===== config.mk =====
export PLATFORM = sky130hd
export DESIGN_NAME = scan_sequencer
export DESIGN_NICKNAME = d
export VERILOG_FILES = /design/src/rtl/scan_seq_pkg.sv /design/src/rtl/mask_next_idx.sv /design/src/rtl/scan_sequencer.sv
export SDC_FILE = /design/constraint.sdc
export NUM_CORES = 1
export LEC_CHECK = 0
export CORE_UTILIZATION = 55
export CTS_BUF_LIST = sky130_fd_sc_hd__clkbuf_4 sky130_fd_sc_hd__clkbuf_8
export DETAILED_ROUTE_END_ITERATION = 8
export PLACE_DENSITY = 0.77
export SYNTH_ARGS = -nofsm -noshare
export SYNTH_HDL_FRONTEND = slang
export SYNTH_SLANG_ARGS = --single-unit

===== constraint.sdc =====
create_clock -name clk -period 6 [get_ports clk]
set_input_delay 0.6 -clock clk [delete_from_list [all_inputs] [get_ports clk]]
set_output_delay 0.6 -clock clk [all_outputs]
set_load 0.05 [all_outputs]

===== src/rtl/scan_seq_pkg.sv =====
// Shared types for the scan sequencer: FSM states, walk direction, index width helper.
package scan_seq_pkg;

    typedef enum logic {
        ST_IDLE = 1'b0,
        ST_RUN  = 1'b1
    } state_e;

    typedef enum logic {
        DIR_UP   = 1'b0,
        DIR_DOWN = 1'b1
    } dir_e;

    // Width of an index into WIDTH channels; a single channel still needs one bit.
    function automatic int idx_width(input int width);
        return (width > 1) ? $clog2(width) : 1;
    endfunction

endpackage


===== src/rtl/mask_next_idx.sv =====
// Combinational search for the nearest set mask bit beyond cur_i in direction dir_i.
// incl_i also accepts cur_i itself, which turns the search into "lowest set bit" for start.
module mask_next_idx
    import scan_seq_pkg::*;
#(
    parameter int WIDTH = 8,
    parameter int IDX_W = idx_width(WIDTH)
) (
    input  logic [WIDTH-1:0] mask_i,
    input  logic [IDX_W-1:0] cur_i,
    input  dir_e             dir_i,
    input  logic             incl_i,
    output logic [IDX_W-1:0] nxt_o,
    output logic             at_end_o
);

    always_comb begin
        nxt_o    = cur_i;
        at_end_o = 1'b1;
        if (dir_i == DIR_UP) begin
            // Descending scan so the last hit is the closest bit above cur_i.
            for (int i = WIDTH - 1; i >= 0; i--) begin
                if (mask_i[i] && ((i > int'(cur_i)) || (incl_i && (i == int'(cur_i))))) begin
                    nxt_o    = IDX_W'(i);
                    at_end_o = 1'b0;
                end
            end
        end else begin
            for (int i = 0; i < WIDTH; i++) begin
                if (mask_i[i] && ((i < int'(cur_i)) || (incl_i && (i == int'(cur_i))))) begin
                    nxt_o    = IDX_W'(i);
                    at_end_o = 1'b0;
                end
            end
        end
    end

endmodule


===== src/rtl/scan_sequencer.sv =====
// Walks a masked channel set (sweep or ping-pong, single-shot or continuous), holding each
// index for D cycles and driving a one-hot decoder; all outputs registered, 1-cycle start latency.
module scan_sequencer
    import scan_seq_pkg::*;
#(
    parameter int WIDTH   = 8,
    parameter int DWELL_W = 16,
    parameter int IDX_W   = idx_width(WIDTH)
) (
    input  logic               clk,
    input  logic               rst,
    input  logic               start,
    input  logic               stop,
    input  logic [WIDTH-1:0]   mask,
    input  logic [DWELL_W-1:0] dwell,
    input  logic               pingpong,
    input  logic               continuous,
    output logic [IDX_W-1:0]   idx,
    output logic               en,
    output logic               step,
    output logic               done
);

    state_e             state_q, state_d;
    dir_e               dir_q, dir_d;
    logic [IDX_W-1:0]   idx_q, idx_d;
    logic [IDX_W-1:0]   low_q, low_d;
    logic               en_q, en_d;
    logic               step_q, step_d;
    logic               done_q, done_d;
    logic [DWELL_W-1:0] cnt_q, cnt_d;
    logic [DWELL_W-1:0] reload_q, reload_d;
    logic [WIDTH-1:0]   mask_q, mask_d;
    logic               pp_q, pp_d;
    logic               cont_q, cont_d;

    logic               pass_end;
    dir_e               rev_dir;
    logic [IDX_W-1:0]   start_idx;
    logic               start_none;
    logic [IDX_W-1:0]   fwd_idx;
    logic               fwd_end;
    logic [IDX_W-1:0]   rev_idx;
    logic               rev_end;
    logic [DWELL_W-1:0] dwell_reload;

    assign rev_dir      = (dir_q == DIR_UP) ? DIR_DOWN : DIR_UP;
    assign dwell_reload = (dwell == '0) ? '0 : (dwell - DWELL_W'(1));

    // Lowest set bit of the live mask, only consumed when a start is accepted.
    mask_next_idx #(.WIDTH(WIDTH), .IDX_W(IDX_W)) u_low (
        .mask_i   (mask),
        .cur_i    ('0),
        .dir_i    (DIR_UP),
        .incl_i   (1'b1),
        .nxt_o    (start_idx),
        .at_end_o (start_none)
    );

    mask_next_idx #(.WIDTH(WIDTH), .IDX_W(IDX_W)) u_fwd (
        .mask_i   (mask_q),
        .cur_i    (idx_q),
        .dir_i    (dir_q),
        .incl_i   (1'b0),
        .nxt_o    (fwd_idx),
        .at_end_o (fwd_end)
    );

    mask_next_idx #(.WIDTH(WIDTH), .IDX_W(IDX_W)) u_rev (
        .mask_i   (mask_q),
        .cur_i    (idx_q),
        .dir_i    (rev_dir),
        .incl_i   (1'b0),
        .nxt_o    (rev_idx),
        .at_end_o (rev_end)
    );

    always_comb begin
        state_d  = state_q;
        dir_d    = dir_q;
        idx_d    = idx_q;
        low_d    = low_q;
        en_d     = en_q;
        step_d   = 1'b0;
        done_d   = 1'b0;
        cnt_d    = cnt_q;
        reload_d = reload_q;
        mask_d   = mask_q;
        pp_d     = pp_q;
        cont_d   = cont_q;
        pass_end = 1'b0;

        case (state_q)
            ST_IDLE: begin
                if (start && !stop && !start_none) begin
                    state_d  = ST_RUN;
                    mask_d   = mask;
                    reload_d = dwell_reload;
                    cnt_d    = dwell_reload;
                    pp_d     = pingpong;
                    cont_d   = continuous;
                    idx_d    = start_idx;
                    low_d    = start_idx;
                    dir_d    = DIR_UP;
                    en_d     = 1'b1;
                    step_d   = 1'b1;
                end
            end
            ST_RUN: begin
                if (stop) begin
                    state_d = ST_IDLE;
                    en_d    = 1'b0;
                end else if (cnt_q != '0) begin
                    cnt_d = cnt_q - DWELL_W'(1);
                end else begin
                    cnt_d  = reload_q;
                    step_d = 1'b1;
                    if (!fwd_end) begin
                        idx_d = fwd_idx;
                    end else if (!pp_q) begin
                        if (cont_q) idx_d = low_q;
                        else        pass_end = 1'b1;
                    end else if (rev_end) begin
                        // Single channel in ping-pong: hold it, one dwell per pass.
                        if (!cont_q) pass_end = 1'b1;
                    end else if (dir_q == DIR_DOWN) begin
                        if (cont_q) begin
                            idx_d = rev_idx;
                            dir_d = DIR_UP;
                        end else begin
                            pass_end = 1'b1;
                        end
                    end else begin
                        idx_d = rev_idx;
                        dir_d = DIR_DOWN;
                    end

                    if (pass_end) begin
                        state_d = ST_IDLE;
                        en_d    = 1'b0;
                        step_d  = 1'b0;
                        done_d  = 1'b1;
                    end
                end
            end
            default: begin
                state_d = ST_IDLE;
                en_d    = 1'b0;
            end
        endcase
    end

    always_ff @(posedge clk or posedge rst) begin
        if (rst) begin
            state_q  <= ST_IDLE;
            dir_q    <= DIR_UP;
            idx_q    <= '0;
            low_q    <= '0;
            en_q     <= 1'b0;
            step_q   <= 1'b0;
            done_q   <= 1'b0;
            cnt_q    <= '0;
            reload_q <= '0;
            mask_q   <= '0;
            pp_q     <= 1'b0;
            cont_q   <= 1'b0;
        end else begin
            state_q  <= state_d;
            dir_q    <= dir_d;
            idx_q    <= idx_d;
            low_q    <= low_d;
            en_q     <= en_d;
            step_q   <= step_d;
            done_q   <= done_d;
            cnt_q    <= cnt_d;
            reload_q <= reload_d;
            mask_q   <= mask_d;
            pp_q     <= pp_d;
            cont_q   <= cont_d;
        end
    end

    assign idx  = idx_q;
    assign en   = en_q;
    assign step = step_q;
    assign done = done_q;

endmodule


==> results.py <==
metrics = {
    "placed_design": {
        "port-buffer-count": 35,
        "gp_congestion": 0.8602,
        "pre_cts_ws_ns": 2.814,
        "dp_cells": 518,
        "dp_hpwl_um": 6353,
    },
    "clock_network": {
        "cts_tree": "yes",
        "post-cts-setup-buffer-count": 0,
        "cts_resized": 0,
        "path_clk_slew_ns": 0.10,
        "cts_buffers": 5,
        "clockBufferDepth": 2,
        "clock_latency_ns": 0.31,
        "ctsHoldBuffers": 0,
        "clkSinkCount": 53,
        "cts-root-buf": "clkbuf_8",
        "htree_levels": 2,
    },
    "timing": {
        "setup_viol": 0,
        "fin_crit_sh": 0.5016,
        "hold_viol": 0,
        "max-slew-margin-rel": 0.5095,
        "fin_ws_ns": 2.991,
        "fin_crit_ns": 3.009,
        "rsz0062_at_grt": "no",
        "fin_setup_tns_ns": 0,
        "fin_skew_ns": 0.01174,
        "maxSlewViolCount": 0,
        "max_freq_ghz": 0.3323,
        "max_slew.worst_pin.slew_ns": 0.7357,
    },
    "worst_setup_path": {
        "cpPeakStageDelay_ns": 0.78,
        "worstSetupPathType": "reg -> reg",
        "rr_worst_depth": 7,
        "cp_max_fo": 23,
        "startpoint_type": "register",
        "r2r_slack_ns": 2.99,
        "path_delay_family": "compound AO/OA/AOI/OAI gates",
        "path_cells": "inv_1 > o22ai_1 > a21boi_1 > a32oi_1 > a211oi_1 > a311oi_2 > mux2_4",
        "critical_path_required_ns": 6.19,
        "cp_slowest_cell": "dfrtp_1",
        "end_kind": "register",
        "worstSetupPathDepth": 7,
        "timing.critical_path.buf_inv": 1,
        "crit_arrival_ns": 3.20,
    },
    "synth": {
        "ys_seq_area_frac": 0.3697,
        "ys_ff_latch": 53,
        "synth-main-ff-cell": "dfrtp_1",
        "async_flop_share": 1.000,
        "avgSynthCellArea_um2": 8.421,
        "ys_warn_count": 0,
        "yosysUniqueCellTypes": 69,
        "yosysTopAreaCellShare": 0.3697,
        "syn_nets": 459,
        "synthCells": 426,
        "synth_common_cells": "dfrtp_1, nor2_1, o21ai_0",
        "synth-edff-count": 0,
        "yosysMostFrequentCell": "dfrtp_1",
        "yosys-top-cells-area": "dfrtp_1, o21ai_0, nor2_1",
        "synth_largest_area_cell": "dfrtp_1",
        "synth_area_um2": 3587,
    },
    "floorplan": {
        "die_w_um": 82.76,
        "coreArea_um2": 6314,
        "row_count": 29,
        "ios": 36,
        "die_area_um2": 6849,
        "fp.dieH_um": 82.76,
        "start_util": 0.5682,
    },
    "drt": {
        "viasPerCell": 6.377,
        "vias": 3348,
        "wl_um": 8752,
        "wl_per_cell_um": 16.67,
        "dr.pass1.iters": 5,
        "antenna_left": 0,
        "drt_iter0_markers": 335,
        "drc": 0,
    },
    "min_path": {
        "worstHoldPathCells": 2,
        "min_path_type": "reg -> reg",
    },
    "layout": {
        "seq_area_um2": 1326,
        "num-nets-final": 481,
        "syn_to_final_growth_pct": 11.79,
        "fin_cells": 525,
        "fillers": 587,
        "drive_above_1_share": 0.09152,
        "n_antenna_cell": 0,
        "multi_input_area_um2": 2043,
    },
    "global_route": {
        "grt_overflow": 0,
        "grt_start_max_net_pins": 54,
        "grt_pass1_wl_um": 14210,
        "track_usage": 0.2753,
        "grt_antenna_before_repair": 0,
        "grt_pass1_vias": 2960,
    },
    "pwr": {
        "power_leakage_uw": 0.001601,
        "ir_drop_mv": 0.2495,
        "total_power_uw": 1230,
        "power_density_nw_per_um2": 306.8,
    },
    "run": {
        "maxCapViolCount": 0,
    },
    "outcome": {
        "outcome": "completed",
    },
}
cell families after synthesis:
group                      synth area share
adders and majority gates           0.01047
DFF                                  0.3697
muxes                               0.05267
xor gates and xnor gates            0.02686
buffers and inverters               0.06069
and+or+nand+nor                      0.2159
AOI/OAI and AO/OA                    0.2637
worst paths after layout:
| kind | from | end |
|---|---|---|
| worst max-delay path | idx[1]$_DFFE_PP0P_ | idx[2]$_DFFE_PP0P_ |
| worst min-delay path | reload_q[6]$_DFFE_PP0P_ | reload_q[6]$_DFFE_PP0P_ |
| worst max register to register | idx[1]$_DFFE_PP0P_ | idx[2]$_DFFE_PP0P_ |
| worst min register to register | reload_q[6]$_DFFE_PP0P_ | reload_q[6]$_DFFE_PP0P_ |
| max in group asynchronous | rst | done$_DFF_PP0_ |
| min in group asynchronous | rst | mask_q[4]$_DFFE_PP0P_ |
layout make-up:
class	count	share of cell area
well taps	77	0.02402
repair buffers	40	0.09672
inverters	19	0.01778
clock buffers	5	0.01716
multi-input cells	329	0.5095
flip-flops and latches	53	0.3307
clock inverters	2	0.004056
cells in the final DEF, fill, tap and decap left out, drive strengths merged, types with 12 or more instances in the layout:
master	instances
a21oi	26
clkdlybuf4s50	35
dfrtp	53
inv	19
mux2	12
nand2	38
nor2	47
nor3	21
o21ai	44
o31ai	12
metal layers:
metal	track usage	vias to the layer above	wire length, um
met4	0.04655	0	61
met2	0.4156	115	3973
li1	-	1609	-
met3	0.04835	6	495
met5	0	-	0
met1	0.4141	1618	4222
state kept, by name (all words and copies together), names as in the netlist:
signal / count
dir_q: 1
cont_q: 1
state_q: 1
step: 1
done: 1
idx: 3
cnt_q: 16
en: 1
low_q: 3
reload_q: 16
pp_q: 1
mask_q: 8
worst reg2reg max path, cell delays in order (launching register included):
cell and delay [ns]:
dfrtp_1 0.78, inv_1 0.25, o22ai_1 0.29, a21boi_1 0.24
a32oi_1 0.45, a211oi_1 0.12, a311oi_2 0.44, mux2_4 0.34
where the power goes:
part	internal (uW)	total, uW	switching [uW]	leakage (uW)
combinational	211	483	273	0.000902
clock	80.7	197	117	0.0000402
sequential	424	549	125	0.000658
total	716	1230	515	0.00160
metrics by stage:
stage	util	hold WS, ns	area [um^2]
5_1_grt	0.6352	0.5218	4010
3_5_place_dp	0.6217	0.4672	3925
4_1_cts	0.6352	0.4915	4010
6_report	0.6352	0.4904	4010
3_3_place_gp	0.6217	0.4628	3925
2_1_floorplan	-	0.4484	3587
Power figures use the tool's default switching activity.
